### src/rtl/uart_cmd_pkg.sv
// Shared definitions for the UART command packet controller: state codes,
// default start-of-packet byte, error counter width and the checksum rule.
package uart_cmd_pkg;

    localparam logic [7:0] HEADER_DEFAULT = 8'hA5;
    localparam int         ERR_CNT_W      = 8;

    typedef logic [2:0] state_t;

    localparam state_t ST_IDLE  = 3'd0;
    localparam state_t ST_ADDR  = 3'd1;
    localparam state_t ST_DATA  = 3'd2;
    localparam state_t ST_CHK   = 3'd3;
    localparam state_t ST_WRITE = 3'd4;

    function automatic logic [7:0] pkt_checksum(input logic [7:0] hdr,
                                                input logic [7:0] addr,
                                                input logic [7:0] data);
        return hdr ^ addr ^ data;
    endfunction

endpackage

### src/rtl/cmd_timeout_timer.sv
// Inter-byte watchdog: counts enabled cycles since the last clear and flags expiry
// on the cycle whose edge would bring the count to TIMEOUT_CYCLES-1; a clear wins.
module cmd_timeout_timer #(
    parameter int TIMEOUT_CYCLES = 1_000_000
) (
    input  logic clk,
    input  logic reset,
    input  logic clear,
    input  logic enable,
    output logic expire
);

    localparam int CNT_W = (TIMEOUT_CYCLES > 2) ? $clog2(TIMEOUT_CYCLES) : 1;
    localparam logic [CNT_W-1:0] LAST = CNT_W'(TIMEOUT_CYCLES - 2);

    logic [CNT_W-1:0] count;

    always_ff @(posedge clk or posedge reset) begin
        if (reset) begin
            count <= '0;
        end else if (clear) begin
            count <= '0;
        end else if (enable) begin
            count <= count + 1'b1;
        end
    end

    assign expire = enable && !clear && (count == LAST);

endmodule

### src/rtl/uart_cmd_ctrl.sv
// Parses HEADER/ADDR/DATA/CHK byte packets into single register writes; outputs are
// registered, wr_en rises one cycle after the CHK byte and holds until wr_ack.
module uart_cmd_ctrl
    import uart_cmd_pkg::*;
#(
    parameter logic [7:0] HEADER         = HEADER_DEFAULT,
    parameter int         TIMEOUT_CYCLES = 1_000_000
) (
    input  logic                 clk,
    input  logic                 reset,
    input  logic [7:0]           rx_data,
    input  logic                 rx_valid,
    output logic                 wr_en,
    output logic [7:0]           wr_addr,
    output logic [7:0]           wr_data,
    input  logic                 wr_ack,
    output logic                 busy,
    output logic                 pkt_ok,
    output logic                 err_chk,
    output logic                 err_timeout,
    output logic                 err_overrun,
    output logic [ERR_CNT_W-1:0] err_count
);

    state_t     state;
    logic [7:0] addr_q;
    logic [7:0] data_q;

    logic in_pkt;
    logic tmr_clear;
    logic tmr_expire;
    logic chk_bad;
    logic overrun;
    logic err_event;

    assign in_pkt    = (state == ST_ADDR) || (state == ST_DATA) || (state == ST_CHK);
    assign tmr_clear = !in_pkt || rx_valid;

    cmd_timeout_timer #(
        .TIMEOUT_CYCLES(TIMEOUT_CYCLES)
    ) u_timer (
        .clk   (clk),
        .reset (reset),
        .clear (tmr_clear),
        .enable(in_pkt),
        .expire(tmr_expire)
    );

    assign chk_bad   = (state == ST_CHK) && rx_valid &&
                       (rx_data != pkt_checksum(HEADER, addr_q, data_q));
    assign overrun   = (state == ST_WRITE) && rx_valid;
    assign err_event = chk_bad || tmr_expire || overrun;

    // Both derive from the state register, so reset drops them without a clock edge.
    assign wr_en = (state == ST_WRITE);
    assign busy  = (state != ST_IDLE);

    always_ff @(posedge clk or posedge reset) begin
        if (reset) begin
            state       <= ST_IDLE;
            addr_q      <= 8'h00;
            data_q      <= 8'h00;
            wr_addr     <= 8'h00;
            wr_data     <= 8'h00;
            pkt_ok      <= 1'b0;
            err_chk     <= 1'b0;
            err_timeout <= 1'b0;
            err_overrun <= 1'b0;
        end else begin
            pkt_ok      <= 1'b0;
            err_chk     <= chk_bad;
            err_timeout <= tmr_expire;
            err_overrun <= overrun;
            case (state)
                ST_IDLE: begin
                    if (rx_valid && (rx_data == HEADER)) begin
                        state <= ST_ADDR;
                    end
                end
                ST_ADDR: begin
                    if (rx_valid) begin
                        addr_q <= rx_data;
                        state  <= ST_DATA;
                    end else if (tmr_expire) begin
                        state <= ST_IDLE;
                    end
                end
                ST_DATA: begin
                    if (rx_valid) begin
                        data_q <= rx_data;
                        state  <= ST_CHK;
                    end else if (tmr_expire) begin
                        state <= ST_IDLE;
                    end
                end
                ST_CHK: begin
                    if (rx_valid) begin
                        if (chk_bad) begin
                            state <= ST_IDLE;
                        end else begin
                            wr_addr <= addr_q;
                            wr_data <= data_q;
                            state   <= ST_WRITE;
                        end
                    end else if (tmr_expire) begin
                        state <= ST_IDLE;
                    end
                end
                ST_WRITE: begin
                    // Bytes arriving here are dropped; only the overrun flag records them.
                    if (wr_ack) begin
                        pkt_ok <= 1'b1;
                        state  <= ST_IDLE;
                    end
                end
                default: begin
                    state <= ST_IDLE;
                end
            endcase
        end
    end

    always_ff @(posedge clk or posedge reset) begin
        if (reset) begin
            err_count <= '0;
        end else if (err_event && (err_count != '1)) begin
            err_count <= err_count + 1'b1;
        end
    end

endmodule

### config.mk
export PLATFORM = sky130hd
export DESIGN_NAME = uart_cmd_ctrl
export DESIGN_NICKNAME = d
export VERILOG_FILES = /design/src/rtl/uart_cmd_pkg.sv /design/src/rtl/cmd_timeout_timer.sv /design/src/rtl/uart_cmd_ctrl.sv
export SDC_FILE = /design/constraint.sdc
export NUM_CORES = 1
export LEC_CHECK = 0
export CORE_MARGIN = 5
export CORE_UTILIZATION = 55
export DETAILED_ROUTE_END_ITERATION = 8
export PLACE_DENSITY = 0.75
export SETUP_SLACK_MARGIN = 0.3
export SKIP_CTS_REPAIR_TIMING = 1
export SLEW_MARGIN = 30
export SYNTH_ARGS = -nofsm -noshare
export SYNTH_HDL_FRONTEND = slang
export SYNTH_SLANG_ARGS = --single-unit
### constraint.sdc
create_clock -name clk -period 3.1 [get_ports clk]
set_clock_uncertainty 0.1 [all_clocks]
set_input_delay 0.62 -clock clk [delete_from_list [all_inputs] [get_ports clk]]
set_output_delay 0.62 -clock clk [all_outputs]
set_load 0.02 [all_outputs]
### Word level (Yosys, flattened, before mapping)

Index checks and enable logic that the tools add are counted.

* add/sub/neg operators: 2
* equal/unequal tests: 10
* muxes and demuxes: 12
* bitwise gates (word level): 3
* reductions and logical operators: 21

Operators by type and width (number)
* 20-bit two-way mux: 2
* 3-bit two-way mux: 7
* 20-bit by 1-bit adder with 20-bit output (second input constant): 1
* 20-bit == test (second input constant): 1
* 3-bit case mux with 5 select lines: 1
* 8-bit by 1-bit adder with 8-bit output (second input constant): 1
* 8-bit == test (second input constant): 1
* 8-bit inequality test: 1
* 8-bit inequality test (second input constant): 1
* 8-bit bitwise XOR: 1
* 1-bit logical AND: 7
* 3-bit by 2-bit == test with 1-bit output (second input constant): 2
* 2-bit AND reduction: 3
* 1-bit logical OR: 5
* 4-bit inverter: 1
* 3-bit by 1-bit == test with 1-bit output (second input constant): 1
* 3-bit == test (second input constant): 1
* 3-bit logical NOT: 1
* 3-bit AND reduction: 1
* 3-bit nonzero test: 1
* 1-bit logical NOT: 2
* 1-bit two-way mux: 2
* 2-bit by 1-bit inequality test with 1-bit output (second input constant): 1
* 2-bit inequality test (second input constant): 1
* other kinds (2): 2

* flip-flop bits (word level): 67
* input port bits: 12
* word-level logic and storage cells: 59

### Depth between registers and ports, before layout

Gate-level depths: netlist of the first run.

* word-level depth: 11
* gate-level depth with buffers: 7

### By module

Synthesis of the first run repeated with hierarchy kept, for this count alone.

* cell total of the unflattened synthesis: 265
* area total of the unflattened synthesis: 3223.1 µm²

By module, submodules not included
* uart_cmd_ctrl: times used 1, cells each 156, area an instance 2167.1 µm², seq. area each 1176.1 µm²
* cmd_timeout_timer: times used 1, cells each 109, area an instance 1056.0 µm², seq. area each 500.5 µm²

### Worst setup path after synthesis of the first run

Ideal clock, no wire load.

* kind: in2reg
* start point: input rx_valid
* end point: register wr_addr[0]
* arrival: 1.964 ns
* slack: 0.911 ns
* stages: 5
* buffers on the path: 1
* path through: nor2b_1 -> nand3_1 -> nor4_4 -> buf_8 -> mux2_4

* cells in the longest elaborated chain, start to end: 4

RTL lines
* start: declaration: line uart_cmd_ctrl.sv:12 `input logic rx_valid,`
* 1-bit logical AND (2 in a row): line uart_cmd_ctrl.sv:49 `assign chk_bad = (state == ST_CHK) && rx_valid &&`
* 1-bit inverter (no line)
* 3-bit AND reduction (no line) (*)
* end signal: assignment: line uart_cmd_ctrl.sv:101 `wr_addr <= addr_q;`
* end: declaration: line uart_cmd_ctrl.sv:14 `output logic [7:0] wr_addr,`

Mark *: on every way between the ends. The rest lies on a longest branch, timed or not.
A chain may end at the register's enable or synchronous reset.

### Worst setup path in the final report of the first run

* start point: register state[1]
* end point: output wr_en

* cells in the longest elaborated chain, start to end: 1

RTL lines
* start: declaration: line uart_cmd_ctrl.sv:25 `state_t state;`
* start signal: assignment: line uart_cmd_ctrl.sv:60 `state <= ST_IDLE;`
* start signal: assignment: line uart_cmd_ctrl.sv:77 `state <= ST_ADDR;`
* start signal: assignment: line uart_cmd_ctrl.sv:83 `state <= ST_DATA;`
* 3-bit == test: line uart_cmd_ctrl.sv:55 `assign wr_en = (state == ST_WRITE);`
* end: declaration: line uart_cmd_ctrl.sv:13 `output logic wr_en,`

Every way passes these cells.

==> results.md, run 1 <==
* R2r worst-path depth at 6
* Drt total wl at 6040 um
* Max Root-Sink Buffers at 2
* Number of synthesized register bits at 67
* LEAKAGE at 1.76 nW
* Diodes inserted at 0
* Cts bufs inserted at 9
* Area of all placed cells without fillers at 3980 um^2
* DR WL/cell at 15.6 um
* Setup crit end kind: output port
* Final Wtd Congestion at 0.791
* Synth warn at 0
* Comb power frac at 0.289
* FP Rows at 28
* First-pass GRT wire length at 10300 um
* RSZ-0062 raised after global routing: false
* Initial antenna violation count at 0
* Largest net degree at the start of global routing at 41
* Cells after Synth at 257
* Fill count at 422
* DRC viols at 0
* Setup crit start: state[1]
* DR vias at 2108
* Clk slew on worst S/H paths at 0.07 ns
* Sequential share of power at 0.425
* Layout cells sized above 1 at 0.244
* Initial DRC count at 86
* TritonCTS clock tree: done
* Vias in the first global route at 2109
* Final Max Tran Viols at 0
* Overflow after GRT at 0
* Sw frac at 0.292
* Yosys top cell area share at 0.515
* R2r setup slk at 1.00 ns
* Synth area leaders: dfrtp_1 52%, mux2_2 10%, mux2_4 4.2%, xnor3_2 2.9%, xor2_1 2.4%
* R2r endpoint: err_count[1]
* Clk sinks at 67
* Max cap viols at 0
* Initial Util at 0.556
* Tcrit/Tclk final at 0.839
* Commonest non-fill, non-tap cell in the layout: dfrtp_1
* Drt pass-1 iters at 4
* CP Class: reg2out
* Synthesized area at 3250 um^2
* Synth area leader: dfrtp_1
* Most frequent cells in the layout: 67 x dfrtp_1, 41 x clkdlybuf4s50_1, 29 x mux2_2, 19 x nor2_1, 13 x nand2_1
* Worst IR Drop VDD at 0.360 mV
* Via/cell ratio at 5.45
* Ys async rst share at 1.00
* Outcome: completed
* Int Pwr at 1.96 mW
* Worst-Skew Late Latency at 0.33 ns
* Clk pwr share at 0.285
* Area grow syn2layout at 22.4%
* DIE AREA at 7550 um^2
* Root Driver: clkbuf_8
* Net count after synthesis at 272
* Hold Slack at 0.409 ns
* Hold Path Class: reg2reg
* Most used DFF post-synth: dfrtp_1
* IO Port Bufs at 41
* Core Region at 5850 um^2
* Die X at 86.9 um
* Top fanout value on the critical path at 10
* Worst Setup Start Kind: register
* RR Startpoint: u_timer.count[10]
* Psw at 0.810 mW
* Seq/Total Area, Yosys at 0.515
* H-Tree Depth at 3
* Top-level port count at 42
* Post-layout min period at 2.60 ns
* Crit path required time at 2.38 ns
* Layout Nets at 322
* Mean Syn Cell Area at 12.7 um^2
* Rel. slew slack at 0.593
* Netlist cell types at 43
* Highest Clock Rate at 385 MHz
* Post-route antenna net violation count at 0
* GR Util All Layers at 0.176
* DP Wirelength at 4210 um
* Placed cell area at 3770 um^2
* Pwr Density at 696 nW/um^2
* Die height at 86.9 um
* Final hold viol count at 0
* Setup TNS Final at 0 ns
* Worst-margin pin slew at 0.610 ns
* Post-synth EDFFs at 0
* End point of the critical path: wr_en
* Final setup viols at 0
* Worst EP arrival at 1.88 ns
flip-flops by register name, indices dropped and copies added (netlist names):
signal and flops:
u_timer.count 20, addr_q 8, data_q 8, err_count 8, wr_addr 8, wr_data 8
state 3, err_chk 1, err_overrun 1, err_timeout 1, pkt_ok 1
power by group through the flow:
stage | Clock (mW) | Sequential, mW | Combinational [mW]
after detailed placement | 0 | 1.20 | 0.813
after global routing | 0.856 | 1.21 | 0.867
after floorplan | 0 | 1.17 | 0.645
final | 0.790 | 1.18 | 0.802
after global placement | 0 | 1.19 | 0.794
after CTS | 0.808 | 1.18 | 0.816
synthesized netlist by cell type, types with 4 or more instances:
cell type,count
inv_1,8
nand3_1,10
xor2_1,9
nand4_1,4
mux2_4,9
o21ai_0,5
a21oi_1,11
xnor3_2,4
nand2_1,13
or3_1,5
dfrtp_1,67
mux2_2,29
and3_1,8
nor3_1,5
nor2_1,19
xnor2_1,8
cell type report:
class	count	area [um^2]	area share
Clock buffer	10	128	0.0320
Clock inverter	6	88.8	0.0223
Inverter	8	30.0	0.00754
Multi-Input combinational cell	175	1490	0.375
Sequential cell	67	1680	0.421
Tap cell	75	93.8	0.0236
Timing Repair Buffer	46	473	0.119
critical path: stages (launching register included):
cell             delay [ns]
dfrtp_1                0.49
nor2_1                 0.27
and2_1                 0.19
clkdlybuf4s50_1        0.61
kinds of logic after synthesis:
family,after synthesis,share of synthesized area
and+or+nand+nor,87,0.155
DFF,67,0.515
muxes,38,0.142
xor gates and xnor gates,25,0.105
AOI/OAI and AO/OA,22,0.0454
buffers and inverters,15,0.0258
adders and majority gates,3,0.0115
worst min path at each step:
stage	from	endpoint	slack, ns	cells after the start
2_1_floorplan	state[2]	state[0]	0.39	1
3_3_place_gp	wr_addr[5]	wr_addr[5]	0.39	1
3_5_place_dp	wr_data[0]	wr_data[0]	0.40	1
4_1_cts	wr_data[0]	wr_data[0]	0.41	1
5_1_grt	wr_data[5]	wr_data[5]	0.44	1
6_report	wr_data[0]	wr_data[0]	0.41	1
metal layers:
layer,global-route usage,vias up,wire length (um)
met4,0.0680,0,90
met1,0.233,1050,2670
met2,0.288,44,3040
met5,0,-,0
li1,-,1005,-
met3,0.0350,9,242
per-stage QoR:
step | setup WS, ns | std cells | power (mW) | utilization
after floorplan | 0.697 | 257 | 1.82 | -
after global placement | 0.413 | 371 | 1.98 | 0.644
after detailed placement | 0.374 | 371 | 2.01 | 0.644
after CTS | 0.491 | 387 | 2.81 | 0.681
after global routing | 0.392 | 387 | 2.93 | 0.681
final | 0.500 | 387 | 2.77 | 0.681
(Power assumes the default switching activity.)
==> inputs of run 2 (changes only) <==
Clock period 3.1 ns to 2.45 ns, I/O delays scaled along.
==> results.md, run 2 (same netlist as run 1, synthesis figures left out) <==
* Drt total wl at 6470 um
* Post-layout min period at 2.12 ns
* Most frequent cells in the layout: 65 x dfrtp_1, 30 x clkdlybuf4s50_1, 29 x mux2_2, 18 x nor2_1, 18 x buf_4
* Clk sinks at 67
* Die height at 86.9 um
* Via/cell ratio at 5.36
* Final hold viol count at 0
* Layout cells sized above 1 at 0.314
* Clk slew on worst S/H paths at 0.08 ns
* Max reg flops at 20
* Max layer used: met4
* Worst-margin pin slew at 0.501 ns
* Initial DRC count at 76
* Final Wtd Congestion at 0.793
* Commonest non-fill, non-tap cell in the layout: dfrtp_1
* Setup crit end kind: register
* Fill count at 391
* Initial antenna violation count at 0
* DR WL/cell at 15.9 um
* Initial Util at 0.556
* Layout Nets at 341
* DR vias at 2178
* IO Port Bufs at 41
* Overflow after GRT at 0
* Reg with most FFs: u_timer.count
* H-Tree Depth at 3
* Diodes inserted at 0
* Met1 WL at 2870 um
* Top-level port count at 42
* DRC viols at 0
* Core Region at 5850 um^2
* Hold Slack at 0.413 ns
* Final Max Tran Viols at 0
* Outcome: completed
* Tcrit/Tclk final at 0.866
* Total length of routed met3 wires at 291 um
* Max Root-Sink Buffers at 2
* First-pass GRT wire length at 10400 um
* Worst EP arrival at 2.25 ns
* DP Wirelength at 4350 um
* Rel. slew slack at 0.666
* Top fanout value on the critical path at 4
* Cts bufs inserted at 9
* FP Rows at 28
* Pwr Density at 864 nW/um^2
* DIE AREA at 7550 um^2
* WL met2 at 3200 um
* Root Driver: clkbuf_8
* RSZ-0062 raised after global routing: true
* Worst-Skew Late Latency at 0.33 ns
* Highest Clock Rate at 472 MHz
* Post-route antenna net violation count at 0
* Worst IR Drop VDD at 0.529 mV
* Largest net degree at the start of global routing at 41
* Max cap viols at 0
* CP Class: reg2reg
* Power Total at 3.68 mW
* Area grow syn2layout at 31.0%
* LEAKAGE at 1.99 nW
* Fin util at 0.728
* Crit path required time at 2.58 ns
* Vias in the first global route at 2182
* Final setup viols at 0
* Die X at 86.9 um
* Hold Path Class: reg2reg
* Worst Setup Start Kind: register
* GR Util All Layers at 0.178
* Drt pass-1 iters at 4
* TritonCTS clock tree: done
==> run 2: changes by cell type in the layout (fill, tap and decap cells not counted), sizes merged <==
cell	previous run	this run
clkdlybuf4s50	41	30
clkbuf	10	11
clkinvlp	2	1
clkinv	1	5
buf	5	22
dlymetal6s2s	0	11
inv	9	7
==> run 2: metal layers <==
metal	vias to the layer above	global-route usage
met5	-	0
li1	1047	-
met3	12	0.0407
met1	1076	0.227
met4	0	0.0779
met2	43	0.291
==> run 2: power breakdown <==
part | switching, mW | internal [mW]
Sequential | 0.205 | 1.30
Clock | 0.424 | 0.571
Combinational | 0.487 | 0.697
Total | 1.12 | 2.57
==> run 2: path summary, 6_finish.rpt <==
path,from,end,slack (ns),depth (start not counted)
min in group asynchronous,reset,addr_q[7],0.49,3
worst max-delay path,addr_q[0],wr_addr[6],0.33,7
worst min register to register,wr_data[1],wr_data[1],0.41,1
worst min-delay path,wr_data[1],wr_data[1],0.41,1
max in group asynchronous,reset,err_count[3],1.34,3
worst max register to register,addr_q[0],wr_addr[6],0.33,7
==> run 2: layout make-up <==
class                   instances  area, um^2  area share
inverters                       8        33.8     0.00793
repair buffers                 65         686       0.161
well taps                      75        93.8      0.0220
clock buffers                   9         124      0.0291
clock inverters                 7        92.6      0.0217
multi-input cells             175        1550       0.364
flip-flops and latches         67        1680       0.394
==> run 2: metrics by stage <==
step,instance area (um^2),worst slack [ns],instances,TNS (ns)
2_1_floorplan,3260,0.391,257,0
3_3_place_gp,3850,-0.0773,382,-0.462
3_5_place_dp,3850,-0.123,382,-0.942
4_1_cts,4070,-0.0125,398,-0.0125
5_1_grt,4260,0.252,406,0
6_report,4260,0.329,406,0
==> run 2: critical path, cell delays in order (launching register included) <==
cell and delay (ns):
dfrtp_1 0.40, xor3_1 0.43, nand2_4 0.08, buf_4 0.14
nor4_4 0.21, buf_6 0.17, clkbuf_16 0.15, mux2_2 0.32
